==> config.mk <==
export PLATFORM = sky130hd
export DESIGN_NAME = sys_rst_seq_flat
export DESIGN_NICKNAME = d
export VERILOG_FILES = /design/src/rtl/sys_rst_seq_if.sv /design/src/rtl/sys_rst_seq.sv /design/src/flat_wrapper.sv
export SDC_FILE = /design/constraint.sdc
export NUM_CORES = 1
export LEC_CHECK = 0
export ABC_AREA = 1
export CAP_MARGIN = 20
export CORE_MARGIN = 2
export CORE_UTILIZATION = 24
export CTS_CLUSTER_SIZE = 24
export DETAILED_ROUTE_END_ITERATION = 16
export PLACE_DENSITY = 0.59
export SYNTH_ARGS = -nofsm -noshare
export SYNTH_HDL_FRONTEND = slang
export SYNTH_SLANG_ARGS = --single-unit
==> constraint.sdc <==
create_clock -name clk_i -period 1.5 [get_ports clk_i]
set_input_delay 0.15 -clock clk_i [delete_from_list [all_inputs] [get_ports clk_i]]
set_output_delay 0.15 -clock clk_i [all_outputs]
set_load 0.005 [all_outputs]
==> src/rtl/sys_rst_seq_if.sv <==
// APB slave bundle for the reset sequencer register file.
// Zero-wait-state APB; the master drives requests, the slave answers.
interface sys_rst_seq_if;
   logic        psel_i;
   logic        penable_i;
   logic        pwrite_i;
   logic [11:0] paddr_i;
   logic [31:0] pwdata_i;
   logic [31:0] prdata_o;
   logic        pready_o;
   logic        pslverr_o;

   modport master (
      output psel_i, penable_i, pwrite_i, paddr_i, pwdata_i,
      input  prdata_o, pready_o, pslverr_o
   );

   modport slave (
      input  psel_i, penable_i, pwrite_i, paddr_i, pwdata_i,
      output prdata_o, pready_o, pslverr_o
   );
endinterface

==> src/rtl/sys_rst_seq.sv <==
// Always-on reset sequencer: stretches POR/SW/EXT resets to a
// programmable hold time and records the reset cause over APB.
module sys_rst_seq #(
   parameter int HOLD_RST    = 16,
   parameter int CNT_W       = 16,
   parameter int SYNC_STAGES = 2
) (
   input  logic         clk_i,
   input  logic         rst_ni,
   input  logic         ext_rst_req_i,
   sys_rst_seq_if.slave apb,
   output logic         rstn_glob_o,
   output logic         rstn_cluster_o
);

   typedef enum logic {HOLD, RUN} state_t;

   state_t                 state;
   logic [CNT_W-1:0]       cnt;
   logic [CNT_W-1:0]       hold_cyc;
   logic [CNT_W-1:0]       load_val;
   logic [SYNC_STAGES-1:0] sync_q;
   logic                   ext_sync;
   logic                   cl_hold;
   logic [2:0]             cause;
   logic [2:0]             cause_set;
   logic [2:0]             cause_clr;
   logic                   acc;
   logic                   wr;
   logic                   sel_ctrl;
   logic                   sel_cause;
   logic                   sel_hold;
   logic                   mapped;
   logic                   sw_trig;
   logic                   trig;
   logic [31:0]            rdata;
   logic                   unused_ok;

   assign ext_sync  = sync_q[SYNC_STAGES-1];
   assign acc       = apb.psel_i & apb.penable_i;
   assign sel_ctrl  = (apb.paddr_i == 12'h000);
   assign sel_cause = (apb.paddr_i == 12'h004);
   assign sel_hold  = (apb.paddr_i == 12'h008);
   assign mapped    = sel_ctrl | sel_cause | sel_hold;
   assign wr        = acc & apb.pwrite_i & mapped;
   assign sw_trig   = wr & sel_ctrl & apb.pwdata_i[0];
   assign trig      = sw_trig | ext_sync;
   assign load_val  = (hold_cyc == '0) ? '0 : hold_cyc - 1'b1;
   assign cause_set = {ext_sync, sw_trig, 1'b0};
   assign cause_clr = (wr & sel_cause) ? apb.pwdata_i[2:0] : 3'b000;
   assign unused_ok = ^apb.pwdata_i;

   assign apb.pready_o  = 1'b1;
   assign apb.pslverr_o = acc & ~mapped;
   assign apb.prdata_o  = rdata;

   // Register read mux; unmapped or idle bus reads zero.
   always_comb begin
      rdata = '0;
      if (apb.psel_i) begin
         unique case (1'b1)
            sel_ctrl:  rdata = {30'd0, cl_hold, 1'b0};
            sel_cause: rdata = {29'd0, cause};
            sel_hold:  rdata = 32'(hold_cyc);
            default:   rdata = '0;
         endcase
      end
   end

   // Synchroniser for the asynchronous external reset request.
   always_ff @(posedge clk_i or negedge rst_ni) begin
      if (!rst_ni) begin
         sync_q <= '0;
      end else begin
         sync_q <= {sync_q[SYNC_STAGES-2:0], ext_rst_req_i};
      end
   end

   // HOLD/RUN sequencer; rstn_glob_o is its own flop so it never glitches.
   always_ff @(posedge clk_i or negedge rst_ni) begin
      if (!rst_ni) begin
         state       <= HOLD;
         cnt         <= CNT_W'(HOLD_RST - 1);
         rstn_glob_o <= 1'b0;
      end else if (trig) begin
         state       <= HOLD;
         cnt         <= load_val;
         rstn_glob_o <= 1'b0;
      end else begin
         unique case (state)
            HOLD: begin
               if (cnt != '0) begin
                  cnt <= cnt - 1'b1;
               end else begin
                  state       <= RUN;
                  rstn_glob_o <= 1'b1;
               end
            end
            RUN: rstn_glob_o <= 1'b1;
            default: begin
               state       <= HOLD;
               rstn_glob_o <= 1'b0;
            end
         endcase
      end
   end

   // Software registers; a trigger drops CL_HOLD and wins over W1C.
   always_ff @(posedge clk_i or negedge rst_ni) begin
      if (!rst_ni) begin
         cl_hold  <= 1'b0;
         cause    <= 3'b001;
         hold_cyc <= CNT_W'(HOLD_RST);
      end else begin
         if (trig) begin
            cl_hold <= 1'b0;
         end else if (wr & sel_ctrl) begin
            cl_hold <= apb.pwdata_i[1];
         end
         cause <= (cause & ~cause_clr) | cause_set;
         if (wr & sel_hold) begin
            hold_cyc <= apb.pwdata_i[CNT_W-1:0];
         end
      end
   end

   // Cluster reset follows the global reset one cycle later.
   always_ff @(posedge clk_i or negedge rst_ni) begin
      if (!rst_ni) begin
         rstn_cluster_o <= 1'b0;
      end else begin
         rstn_cluster_o <= rstn_glob_o & ~cl_hold;
      end
   end

endmodule

==> src/flat_wrapper.sv <==
// flat-port wrapper written by rule: the top's interface ports become plain ports
module sys_rst_seq_flat 
#(
   parameter int HOLD_RST    = 16,
   parameter int CNT_W       = 16,
   parameter int SYNC_STAGES = 2
)
  (clk_i, rst_ni, ext_rst_req_i, rstn_glob_o, rstn_cluster_o, apb_psel_i, apb_penable_i, apb_pwrite_i, apb_paddr_i, apb_pwdata_i, apb_prdata_o, apb_pready_o, apb_pslverr_o);
  sys_rst_seq_if apb_i ();
  input  logic clk_i;
  input  logic rst_ni;
  input  logic ext_rst_req_i;
  output logic rstn_glob_o;
  output logic rstn_cluster_o;
  input wire logic [$bits(apb_i.psel_i)-1:0] apb_psel_i;
  input wire logic [$bits(apb_i.penable_i)-1:0] apb_penable_i;
  input wire logic [$bits(apb_i.pwrite_i)-1:0] apb_pwrite_i;
  input wire logic [$bits(apb_i.paddr_i)-1:0] apb_paddr_i;
  input wire logic [$bits(apb_i.pwdata_i)-1:0] apb_pwdata_i;
  output wire logic [$bits(apb_i.prdata_o)-1:0] apb_prdata_o;
  output wire logic [$bits(apb_i.pready_o)-1:0] apb_pready_o;
  output wire logic [$bits(apb_i.pslverr_o)-1:0] apb_pslverr_o;
  assign apb_i.psel_i = apb_psel_i;
  assign apb_i.penable_i = apb_penable_i;
  assign apb_i.pwrite_i = apb_pwrite_i;
  assign apb_i.paddr_i = apb_paddr_i;
  assign apb_i.pwdata_i = apb_pwdata_i;
  assign apb_prdata_o = apb_i.prdata_o;
  assign apb_pready_o = apb_i.pready_o;
  assign apb_pslverr_o = apb_i.pslverr_o;
  sys_rst_seq #(.HOLD_RST(HOLD_RST), .CNT_W(CNT_W), .SYNC_STAGES(SYNC_STAGES)) u_core (.clk_i(clk_i), .rst_ni(rst_ni), .ext_rst_req_i(ext_rst_req_i), .apb(apb_i), .rstn_glob_o(rstn_glob_o), .rstn_cluster_o(rstn_cluster_o));
endmodule
Word-level counts from Yosys, hierarchy flattened. Cells that the tools add are included.

Register bits: 41. Output and inout port bits: 36. Bits of input ports: 50.

Muxes and demuxes: 15. Add/sub/neg operators: 2. Reduce and logical (&&, ||, !) cells: 6. Eq/ne operators: 4. Bitwise logic cells: 18.

Operators by type and width (count): two-way mux 16 bit (5); one-hot mux 16 bit (3 select lines) (1); subtractor 16 x 1 -> 16 bit (second input constant) (2); logical NOT 16 bit (1); nonzero test 16 bit (1); == test 12 x 3 -> 1 bit (second input constant) (1); == test 12 x 4 -> 1 bit (second input constant) (1); logical NOT 12 bit (1); AND 1 bit (9); two-way mux 1 bit (7); nonzero test 2 bit (2); AND 3 bit (1); two-way mux 3 bit (1); != test 3 x 2 -> 1 bit (second input constant) (1); inverter 1 bit (3); inverter 3 bit (1); OR 1 bit (3); OR 3 bit (1); != test 2 bit (second input constant) (1); one-hot mux 1 bit (2 select lines) (1); AND reduction 2 bit (1).

Depth between registers and ports, before layout. Gate-level depths: netlist (run 1).

Word-level depth: 9. Mapped depth: 11. Depth with buffers taken out: 11.

Least setup slack after synthesis (run 1). No wires, ideal clock.

Path type: register -> register. Start point: register u_core.cnt[0]. End point: register u_core.cnt[6]. Cell stages (with the launch flop): 12. Setup slack: -0.038 ns. Period minus slack after synthesis: 1.538 ns. Path buffers: 1. Library setup time: 0.122 ns. Data required time: 1.378 ns. Data arrival time: 1.415 ns. Cell sequence: dfstp_2 > inv_1 > ha_1 > nand2_1 > nor2_2 > nand3b_4 > nand2_4 > nand3_4 > inv_4 > buf_12 > nand2_2 > nand3_2.

Longest elaborated chain between the ends: 4.

RTL lines: start: declaration (RTL line sys_rst_seq.sv:19) `logic [CNT_W-1:0] cnt;`; start signal: assignment (RTL line sys_rst_seq.sv:83) `cnt <= CNT_W'(HOLD_RST - 1);`; start signal: assignment (RTL line sys_rst_seq.sv:87) `cnt <= load_val;`; start signal: assignment (RTL line sys_rst_seq.sv:93) `cnt <= cnt - 1'b1;`; subtractor 16 x 1 -> 16 bit (RTL line sys_rst_seq.sv:93); two-way mux 16 bit (RTL line sys_rst_seq.sv:92) `if (cnt != '0) begin`; two-way mux 16 bit (RTL line sys_rst_seq.sv:90) `unique case (state)`; two-way mux 16 bit (RTL line sys_rst_seq.sv:85) `end else if (trig) begin`.

Parallel ways exist; a longest one is shown, timed or not. The select of a mux whose other input is x is not followed. A chain may end at the register's enable or synchronous reset.

Worst setup path in the final report (run 1).
Start point: register u_core.cnt[5]. End point: register u_core.cnt[11].

The elaborated chain is that of the path after synthesis.

==> flow_summary.json, run 1 <==
{
  "synth.avg_cell_area_um2": 6.69,
  "io_pins": 86,
  "end_kind": "flop",
  "crit_type": "reg2reg",
  "final_cell_mix": "137 x nand2_1, 68 x buf_4, 52 x nand3_1",
  "whs_ns": 0.304,
  "ys_ff_latch": 41,
  "place.gp.congestion": 0.881,
  "synth_cells": 448,
  "min_period_ns": 1.53,
  "cts_sinks": 41,
  "setup-tns-final_ns": -0.0722,
  "yosysSeqAreaShare": 0.345,
  "clkTransAtPathRegs_ns": 0.06,
  "setup_ws_ns": -0.0277,
  "postLayoutCellArea_mm2": 0.00467,
  "relSlewSlack": 0.634,
  "grtUsageTotal": 0.139,
  "num_vias": 3227,
  "drtAntennaViolNets": 0,
  "worstPathArrival_ns": 1.70,
  "core_mm2": 0.0121,
  "syn2layout_area_growth_pct": 55.7,
  "die-area_mm2": 0.0134,
  "hold_class": "in2reg",
  "grt_pass1_wl_mm": 15.1,
  "grt_max_degree": 42,
  "postPlaceCellArea_mm2": 0.00415,
  "ctsHtreeMaxLevel": 2,
  "dieWidth_um": 116,
  "ir_drop_mv": 0.421,
  "viasPerCell": 4.30,
  "period_share": 1.02,
  "path_max_fanout": 4,
  "clockBufferDepth": 2,
  "fmax_mhz": 655,
  "setup_viol": 5,
  "antenna_cells": 0,
  "yosys.cell_types.count": 33,
  "status": "complete, but fails checks",
  "grt_overflow": 0,
  "violations": "negative setup slack",
  "p_per_area_mw_per_mm2": 741,
  "portBuffers": 52,
  "layout_commonest_cell": "nand2_1",
  "drt-wirelength-per-cell_um": 12.0,
  "firstDrtPassIters": 4,
  "drc": 0,
  "crit_required_ns": 1.68,
  "die_y_um": 116,
  "rsz0062_at_grt": "yes",
  "rows": 40,
  "start_util": 0.248,
  "drv_slew": 0,
  "tightest_slew_ns": 0.549,
  "clk_latency_ns": 0.28,
  "cp-start-kind": "flop",
  "yosysWarningCount": 0,
  "skew_ns": 0.00329,
  "syn_area_mm2": 0.00300,
  "numCtsBuffers": 5,
  "totalWireLength_mm": 9.02,
  "drt_iter0_drc": 155,
  "drive_gt1_frac": 0.340,
  "grt_pass1_vias": 3288,
  "cts_tree": "done",
  "dpl.hpwl_mm": 6.52,
  "root_buffer": "clkbuf_16",
  "p_leak_uw": 0.00243,
  "finalHoldViolCount": 0,
  "nNetsFinal": 635,
  "antenna_found_initial": 0,
  "drv_cap": 0
}
-- stage by stage --
stage | power [uW] | worst slack [ns] | cells | utilization
2_1_floorplan | 1840 | -0.00700 | 463 | -
3_3_place_gp | 2210 | -0.632 | 730 | 0.342
3_5_place_dp | 2230 | -0.647 | 730 | 0.342
4_1_cts | 3400 | -0.0192 | 750 | 0.374
5_1_grt | 3660 | -0.115 | 750 | 0.386
6_report | 3460 | -0.0277 | 750 | 0.386
-- metal layers --
layer	wire, um	vias up	GRT usage
met2	4530	69	0.261
met5	0	-	0
met3	280	16	0.0204
met4	146	0	0.0333
met1	4070	1501	0.168
li1	-	1641	-
-- power by group --
group | internal (uW) | switching (uW) | total (uW)
clock | 616 | 446 | 1060
combinational | 514 | 603 | 1120
sequential | 1200 | 76.3 | 1280
-- synth_stat cells --
master,n,area share
nand3_2,2,0.0067
and3_1,3,0.0063
buf_2,6,0.010
nand2_4,2,0.0075
xnor2_1,4,0.012
nand3_4,1,0.0058
nand4_4,1,0.0071
dfstp_2,6,0.053
nand3b_4,1,0.0067
ha_1,4,0.017
nor3_1,3,0.0050
nor2_4,2,0.0075
o31ai_1,1,0.0025
nand3b_1,3,0.0075
a31oi_1,1,0.0021
buf_12,1,0.0067
nand3_1,58,0.097
o21ai_0,8,0.013
dfrtp_1,35,0.29
inv_1,47,0.059
nand2_1,149,0.19
conb_1,2,0.0025
a21oi_1,1,0.0017
nor4_1,1,0.0021
inv_2,2,0.0025
buf_4,17,0.043
nor2_1,61,0.076
nor2_2,4,0.0083
nand4_1,9,0.019
buf_6,1,0.0038
xor2_1,8,0.023
nand2_2,3,0.0063
inv_4,1,0.0021
-- area by class of cell --
cell class	instances	area [um2]
Clock inverter	1	5.00
Timing Repair Buffer	136	1110
Tap cell	168	210
Inverter	50	200
Multi-Input combinational cell	347	1970
Fill cell	1299	7440
Clock buffer	7	133
Sequential cell	41	1030
-- cells by family after synthesis --
| logic type | synth area share |
|---|---|
| buf+inv | 0.126 |
| flops | 0.345 |
| fa+ha+maj | 0.0167 |
| xor+xnor | 0.0350 |
| simple gates | 0.455 |
| compound gates | 0.0196 |
| other cells | 0.00250 |
-- sequential cells by signal (all words and copies together) (netlist names) --
signal / cells
u_core.cnt: 16
u_core.hold_cyc: 16
u_core.cause: 3
u_core.sync_q: 2
u_core.cl_hold: 1
u_core.rstn_cluster_o: 1
u_core.rstn_glob_o: 1
u_core.state: 1
-- repair_timing --
action	CTS	global route
gates resized for setup	150	48
pin swaps	23	30
gates cloned	0	0
buffers inserted	11	4
setup endpoints to repair	35	27
endpoints found under the hold margin	35	0
hold buffers	1	0
-- path summary, 6_finish.rpt --
path                                       start            endpoint  slack (ns)  cells past startpoint
worst max-delay path               u_core.cnt[5]      u_core.cnt[11]       -0.03                      9
worst min-delay path               ext_rst_req_i    u_core.sync_q[0]        0.30                      1
worst max register to register     u_core.cnt[5]      u_core.cnt[11]       -0.03                      9
worst min register to register  u_core.sync_q[0]    u_core.sync_q[1]        0.36                      0
max in group asynchronous                 rst_ni  u_core.hold_cyc[2]        0.61                      3
min in group asynchronous                 rst_ni     u_core.cause[2]        0.48                      3
-- worst max-delay path: stages, from the launching register on --
cell and delay, ns:
dfrtp_1 0.43, nor2_2 0.16, nand2_2 0.09, nor2_4 0.12
nand3b_4 0.12, nand2_8 0.11, nand3_4 0.12, buf_6 0.15
nand3_2 0.07, nand2_1 0.05
No activity file was read; power rests on OpenSTA's default activity.
==> run 2, diff against run 1 <==
--- a/config.mk
+++ b/config.mk
@@ -7,6 +7,7 @@
 export LEC_CHECK = 0
 export ABC_AREA = 1
 export CAP_MARGIN = 20
+export CORE_ASPECT_RATIO = 1.4
 export CORE_MARGIN = 2
 export CORE_UTILIZATION = 24
 export CTS_CLUSTER_SIZE = 24
==> run 2 against run 1 <==
Compared with the run above: the run still ends with negative setup slack left; clock skew up 0.0016 ns; worst hold slack better by 0.0072 ns; global-route usage down 0.23 points; critical path depth did not move; non-clock buffer count rose by 6; combinational power increased by 4%; flip-flop and latch count unchanged; power increased by 11%; first-iteration DRC count increased by 51%; final cell count down 1.6%; critical path type unchanged; critical endpoint is now u_core.cnt[12]; largest cell class unchanged.
==> flow_summary.json, run 2 (synthesis gave the netlist of run 1 again) <==
{
  "status": "complete, but fails checks",
  "violations": "negative setup slack",
  "reg2reg_depth": 9,
  "crit_top_cell": "nand2_1",
  "grt_overflow": 0,
  "path_max_fanout": 4,
  "dpl.hpwl_mm": 6.59,
  "rrSetupSlack_ns": -0.04,
  "start_util": 0.245,
  "p_leak_uw": 0.00245,
  "root_buffer": "clkbuf_16",
  "syn2layout_area_growth_pct": 55.2,
  "crit_required_ns": 1.69,
  "layout_commonest_cell": "nand2_1",
  "ctsHtreeMaxLevel": 2,
  "drtAntennaViolNets": 0,
  "num_vias": 3278,
  "grt_max_degree": 24,
  "postPlaceCellArea_mm2": 0.00413,
  "drive_gt1_frac": 0.355,
  "dp_cells": 711,
  "cp_slowest_cell": "dfrtp_1",
  "cts_tree": "done",
  "core_mm2": 0.0123,
  "final_core_util": 0.380,
  "grtUsageTotal": 0.137,
  "setup_viol": 6,
  "timing.rr.start": "u_core.hold_cyc[0]",
  "p_per_area_mw_per_mm2": 824,
  "hp-start": "ext_rst_req_i",
  "viasPerCell": 4.44,
  "rows": 48,
  "die-area_mm2": 0.0134,
  "postLayoutCellArea_mm2": 0.00465,
  "drv_slew": 0,
  "drv_cap": 0,
  "finalHoldViolCount": 0,
  "period_share": 1.03,
  "drt_iter0_drc": 234,
  "antenna_cells": 0,
  "fmax_mhz": 649,
  "skew_ns": 0.00487,
  "totalWireLength_mm": 9.14,
  "whs_path_depth": 1,
  "die_y_um": 136,
  "io_pins": 86,
  "rsz0062_at_grt": "yes",
  "portBuffers": 52,
  "cts_sinks": 41,
  "clockBufferDepth": 2,
  "hold_class": "in2reg",
  "dieWidth_um": 98.5,
  "antenna_found_initial": 0,
  "end_kind": "flop",
  "crit_type": "reg2reg",
  "worstPathArrival_ns": 1.73,
  "firstDrtPassIters": 6,
  "cp-start-kind": "flop",
  "min_period_ns": 1.54,
  "numCtsBuffers": 5,
  "largestRegisters": "u_core.cnt x16, u_core.hold_cyc x16, u_core.cause x3",
  "r2r_end": "u_core.cnt[12]",
  "nNetsFinal": 641,
  "worstHoldEndpoint": "u_core.sync_q[0]",
  "fin_cells": 738,
  "drc": 0,
  "grt_pass1_vias": 3267,
  "crit_family": "simple AND/OR/NAND/NOR gates",
  "ir_drop_mv": 0.477,
  "clkTransAtPathRegs_ns": 0.06,
  "crit_buf_inv": 3,
  "clk_latency_ns": 0.29,
  "setup_ws_ns": -0.0417,
  "whs_ns": 0.311,
  "place.gp.congestion": 0.850,
  "grt_pass1_wl_mm": 14.9,
  "drt-wirelength-per-cell_um": 12.4,
  "final_cell_mix": "140 x nand2_1, 75 x buf_4, 53 x nand3_1",
  "setup-tns-final_ns": -0.0847,
  "crit_path_max_incr_delay_ns": 0.38,
  "path_cells": "inv_2, ha_4, nand2_4, buf_4, nor3_2, xor2_1, inv_1, nand2_1, nand2_1"
}
==> run 2: changes by cell type in the layout (fill, tap and decap cells not counted), sizes merged <==
cell and delta:
buf +6, clkbuf +4, clkdlybuf4s15 -3, dlygate4sd2 -3, bufinv +2
==> run 2: routing by layer <==
layer	track usage	vias up	share of wire
met4	0.0738	0	0.038
met2	0.271	92	0.55
li1	-	1646	-
met1	0.137	1517	0.37
met5	0	-	0
met3	0.0170	23	0.040
==> run 2: report_power, final <==
| group | internal [uW] | leakage, uW | total, uW | switching [uW] |
|---|---|---|---|---|
| combinational | 560 | 0.00183 | 1160 | 599 |
| sequential | 1200 | 0.000528 | 1270 | 61.4 |
| clock | 951 | 0.0000938 | 1410 | 462 |
==> run 2: worst max path at each step <==
stage | startpoint | endpoint | slack (ns) | cells after the start
after floorplan | u_core.cnt[0] | u_core.cnt[6] | -0.007 | 11
after global placement | apb_paddr_i[2] | apb_prdata_o[2] | -0.61 | 6
after detailed placement | apb_paddr_i[2] | apb_prdata_o[2] | -0.61 | 6
after CTS | u_core.cnt[0] | u_core.cnt[15] | -0.03 | 10
after global routing | u_core.hold_cyc[0] | u_core.cnt[12] | -0.16 | 9
final | u_core.hold_cyc[0] | u_core.cnt[12] | -0.04 | 9
==> run 2: timing repair <==
| action | 4_1_cts | 5_1_grt |
|---|---|---|
| pin swaps | 18 | 22 |
| cloned | 1 | 0 |
| endpoints found under the setup margin | 39 | 49 |
| gates resized for setup | 137 | 56 |
| hold endpoints to repair | 14 | 0 |
| setup buffers | 12 | 5 |
| hold buffers | 1 | 0 |
==> run 2: stage by stage <==
| step | power [uW] | setup WS (ns) |
|---|---|---|
| 2_1_floorplan | 1840 | -0.00700 |
| 3_3_place_gp | 2270 | -0.614 |
| 4_1_cts | 3750 | -0.0271 |
| 3_5_place_dp | 2280 | -0.613 |
| 6_report | 3840 | -0.0417 |
| 5_1_grt | 4030 | -0.158 |
==> run 2: layout make-up <==
cell class,instances,area (um2)
timing repair buffer,142,1150
tap,150,188
multi-input combinational,347,1900
inverter,50,195
clock inverter,3,65.1
fill,1268,7600
sequential,41,1030
clock buffer,5,125
==> run 2: worst reg2reg max path, stage by stage, from the launching register on <==
cell	delay [ns]
dfrtp_1	0.38
inv_2	0.11
ha_4	0.17
nand2_4	0.07
buf_4	0.14
nor3_2	0.20
xor2_1	0.18
inv_1	0.05
nand2_1	0.07
nand2_1	0.05
==> run 3, diff against run 2 <==
--- a/config.mk
+++ b/config.mk
@@ -5,14 +5,13 @@
 export SDC_FILE = /design/constraint.sdc
 export NUM_CORES = 1
 export LEC_CHECK = 0
-export ABC_AREA = 1
 export CAP_MARGIN = 20
 export CORE_ASPECT_RATIO = 1.4
 export CORE_MARGIN = 2
 export CORE_UTILIZATION = 24
 export CTS_CLUSTER_SIZE = 24
 export DETAILED_ROUTE_END_ITERATION = 16
-export PLACE_DENSITY = 0.59
+export PLACE_DENSITY = 0.6
 export SYNTH_ARGS = -nofsm -noshare
 export SYNTH_HDL_FRONTEND = slang
 export SYNTH_SLANG_ARGS = --single-unit
==> run 3 against run 2 <==
Compared with the run above: sequential share of layout area is 2.3 points higher; first-iteration DRC count is 78% lower; non-clock buffer count is 3 lower; the flow still finishes with violations (negative setup slack); via count is 28% lower; utilization is 2.7 points higher; power is 32% higher; flip-flop and latch count stayed put; final cell count is 27% lower; worst hold slack worse by 0.0034 ns; clock-buffer cell count is 2 higher; synthesized cell count is 41% lower; combinational power is 110% higher.
==> flow_summary.json, run 3 <==
{
  "syn2layout_area_growth_pct": 66.3,
  "p_leak_uw": 0.00200,
  "largestRegisters": "u_core.cnt x16, u_core.hold_cyc x16, u_core.cause x3",
  "rrSetupSlack_ns": -0.60,
  "grt_util_met2": 0.261,
  "yosys-top-cells-area": "dfrtp_1 35%, mux2_2 7.6%, dfstp_2 6.2%",
  "cp-startpoint": "u_core.hold_cyc[10]",
  "path_cells": "or4_4, or4_4, or3_4, a31o_1",
  "place.gp.congestion": 0.885,
  "numCtsBuffers": 5,
  "nNetsFinal": 455,
  "period_share": 1.40,
  "core_mm2": 0.0103,
  "portBuffers": 52,
  "cp-start-kind": "flop",
  "p_per_area_mw_per_mm2": 1200,
  "fmax_mhz": 475,
  "p_comb_frac": 0.479,
  "grt_max_degree": 24,
  "end_kind": "flop",
  "p_int_uw": 3460,
  "cp_slowest_cell": "or4_4",
  "grtUsageMet3": 0.0193,
  "die_y_um": 126,
  "grt_pass1_wl_mm": 11.9,
  "root_buffer": "clkbuf_16",
  "viasPerCell": 4.37,
  "final_core_util": 0.407,
  "crit_family": "simple AND/OR/NAND/NOR gates",
  "setup_viol": 30,
  "synth-edff-count": 0,
  "final_cell_mix": "73 x buf_4, 35 x dfrtp_1, 27 x buf_6",
  "crit_buf_inv": 0,
  "crit_top_cell": "or4_4",
  "antenna_cells": 0,
  "min_period_ns": 2.10,
  "crit_type": "reg2reg",
  "post-place-ws_ns": -0.806,
  "yosysSeqAreaShare": 0.408,
  "worstHoldEndpoint": "u_core.sync_q[0]",
  "layout_commonest_cell": "buf_4",
  "syn_area_mm2": 0.00253,
  "worstPathArrival_ns": 2.28,
  "status": "complete, but fails checks",
  "worst-path-stages": 4,
  "num_vias": 2358,
  "dpl.hpwl_mm": 5.38,
  "io_pins": 86,
  "drv_cap": 0,
  "finalHoldViolCount": 0,
  "violations": "negative setup slack",
  "skew_ns": 0.00420,
  "ys_ff_latch": 41,
  "dieWidth_um": 90.8,
  "nFillCells": 1044,
  "rows": 44,
  "pwr-share-clk": 0.243,
  "hold_class": "in2reg",
  "crit_required_ns": 1.67,
  "firstDrtPassIters": 4,
  "cts_sinks": 41,
  "use_met1": 0.131,
  "synth_top_area_share": 0.346,
  "timing.rr.start": "u_core.hold_cyc[10]",
  "rsz0062_at_grt": "yes",
  "synth_cells": 263,
  "multi_input_area_mm2": 0.00158,
  "fin_cells": 540,
  "antenna_found_initial": 0,
  "yosysTopAreaCell": "dfrtp_1",
  "die-area_mm2": 0.0114,
  "synth.most_common_cell": "dfrtp_1",
  "drv_slew": 0,
  "synth.avg_cell_area_um2": 9.63,
  "hp-start": "ext_rst_req_i",
  "whs_ns": 0.308,
  "dp_cells": 522,
  "yosysWarningCount": 0,
  "ir_drop_mv": 0.819,
  "synth_common_cells": "35 x dfrtp_1, 23 x nor2_1, 17 x buf_4, 17 x mux2_2, 16 x xnor2_1",
  "async_flop_share": 1.00,
  "busiest_layer": "met2",
  "reg2reg_depth": 4,
  "drc": 0,
  "whs_path_depth": 1,
  "drt_iter0_drc": 51,
  "yosys.cell_types.count": 44,
  "drtAntennaViolNets": 0,
  "seq_area_mm2": 0.00103,
  "grt_pass1_vias": 2494,
  "crit_path_max_incr_delay_ns": 0.53,
  "start_util": 0.245,
  "totalWireLength_mm": 7.12,
  "grtUsageTotal": 0.131,
  "cts_tree": "done",
  "clk_latency_ns": 0.28,
  "ys.flop_type": "dfrtp_1",
  "seqPwrFrac": 0.279,
  "setup_ws_ns": -0.603,
  "drt-wirelength-per-cell_um": 13.2,
  "p_sw_uw": 1600,
  "ctsHtreeMaxLevel": 2,
  "clkTransAtPathRegs_ns": 0.06,
  "p_sw_frac": 0.317,
  "drive_gt1_frac": 0.453,
  "clockBufferDepth": 2,
  "r2r_end": "u_core.cnt[7]",
  "grt_overflow": 0,
  "path_max_fanout": 10
}
run 3: cell types whose count changed after synthesis, sizes merged, moves of 7 or more:
cell / before / now
a21oi: 1 / 10
and2: 0 / 13
buf: 25 / 18
inv: 50 / 6
mux2: 0 / 17
nand2: 154 / 16
nand3: 61 / 7
nand4: 10 / 0
nor2: 67 / 23
nor3: 3 / 12
nor4: 1 / 8
or4: 0 / 8
xnor2: 4 / 16
run 3: kinds of logic after synthesis:
group | synth area share
adders and majority gates | 0.0198
and+or+nand+nor | 0.251
xor gates and xnor gates | 0.0657
DFF | 0.408
muxes | 0.0914
AOI/OAI and AO/OA | 0.0884
buffers and inverters | 0.0726
other | 0.00296
run 3: layout make-up:
class / instances / area share
inverter: 6 / 0.00535
clock inverter: 1 / 0.00713
sequential: 41 / 0.245
tap: 138 / 0.0410
multi-input combinational: 208 / 0.374
timing repair buffer: 139 / 0.293
clock buffer: 7 / 0.0339
run 3: how the worst max path moves through the flow:
| stage | to | slack, ns |
|---|---|---|
| 3_5_place_dp | apb_prdata_o[12] | -0.81 |
| 4_1_cts | u_core.cnt[7] | -0.61 |
| 3_3_place_gp | apb_prdata_o[14] | -0.76 |
| 5_1_grt | u_core.cnt[15] | -0.68 |
| 2_1_floorplan | u_core.cnt[7] | -0.65 |
| 6_report | u_core.cnt[7] | -0.60 |
run 3: metrics by stage:
| stage | setup TNS (ns) | area (um2) | power (uW) |
|---|---|---|---|
| 6_report | -10.18 | 4210 | 5060 |
| 5_1_grt | -12.27 | 4210 | 5390 |
| 4_1_cts | -10.72 | 4170 | 5040 |
| 3_5_place_dp | -30.28 | 3790 | 3620 |
| 3_3_place_gp | -28.99 | 3790 | 3560 |
| 2_1_floorplan | -9.50 | 2640 | 2530 |
run 3: power groups by stage:
stage	Sequential (uW)	Combinational [uW]	Clock [uW]
2_1_floorplan	1470	1070	0
3_5_place_dp	1430	2190	0
4_1_cts	1410	2370	1260
5_1_grt	1430	2660	1310
3_3_place_gp	1420	2140	0
6_report	1410	2420	1230
run 3: per-layer routing:
metal | up-vias | wire length, um
li1 | 1181 | -
met1 | 1118 | 2530
met2 | 50 | 4270
met3 | 9 | 192
met4 | 0 | 125
met5 | - | 0
run 3: what timing repair did:
| item | CTS | global route |
|---|---|---|
| hold buffers | 1 | 0 |
| gates resized for setup | 135 | 28 |
| endpoints found under the setup margin | 51 | 34 |
| cloned | 1 | 0 |
| setup buffers | 11 | 2 |
| hold endpoints to repair | 16 | 0 |
| pin swaps | 19 | 12 |
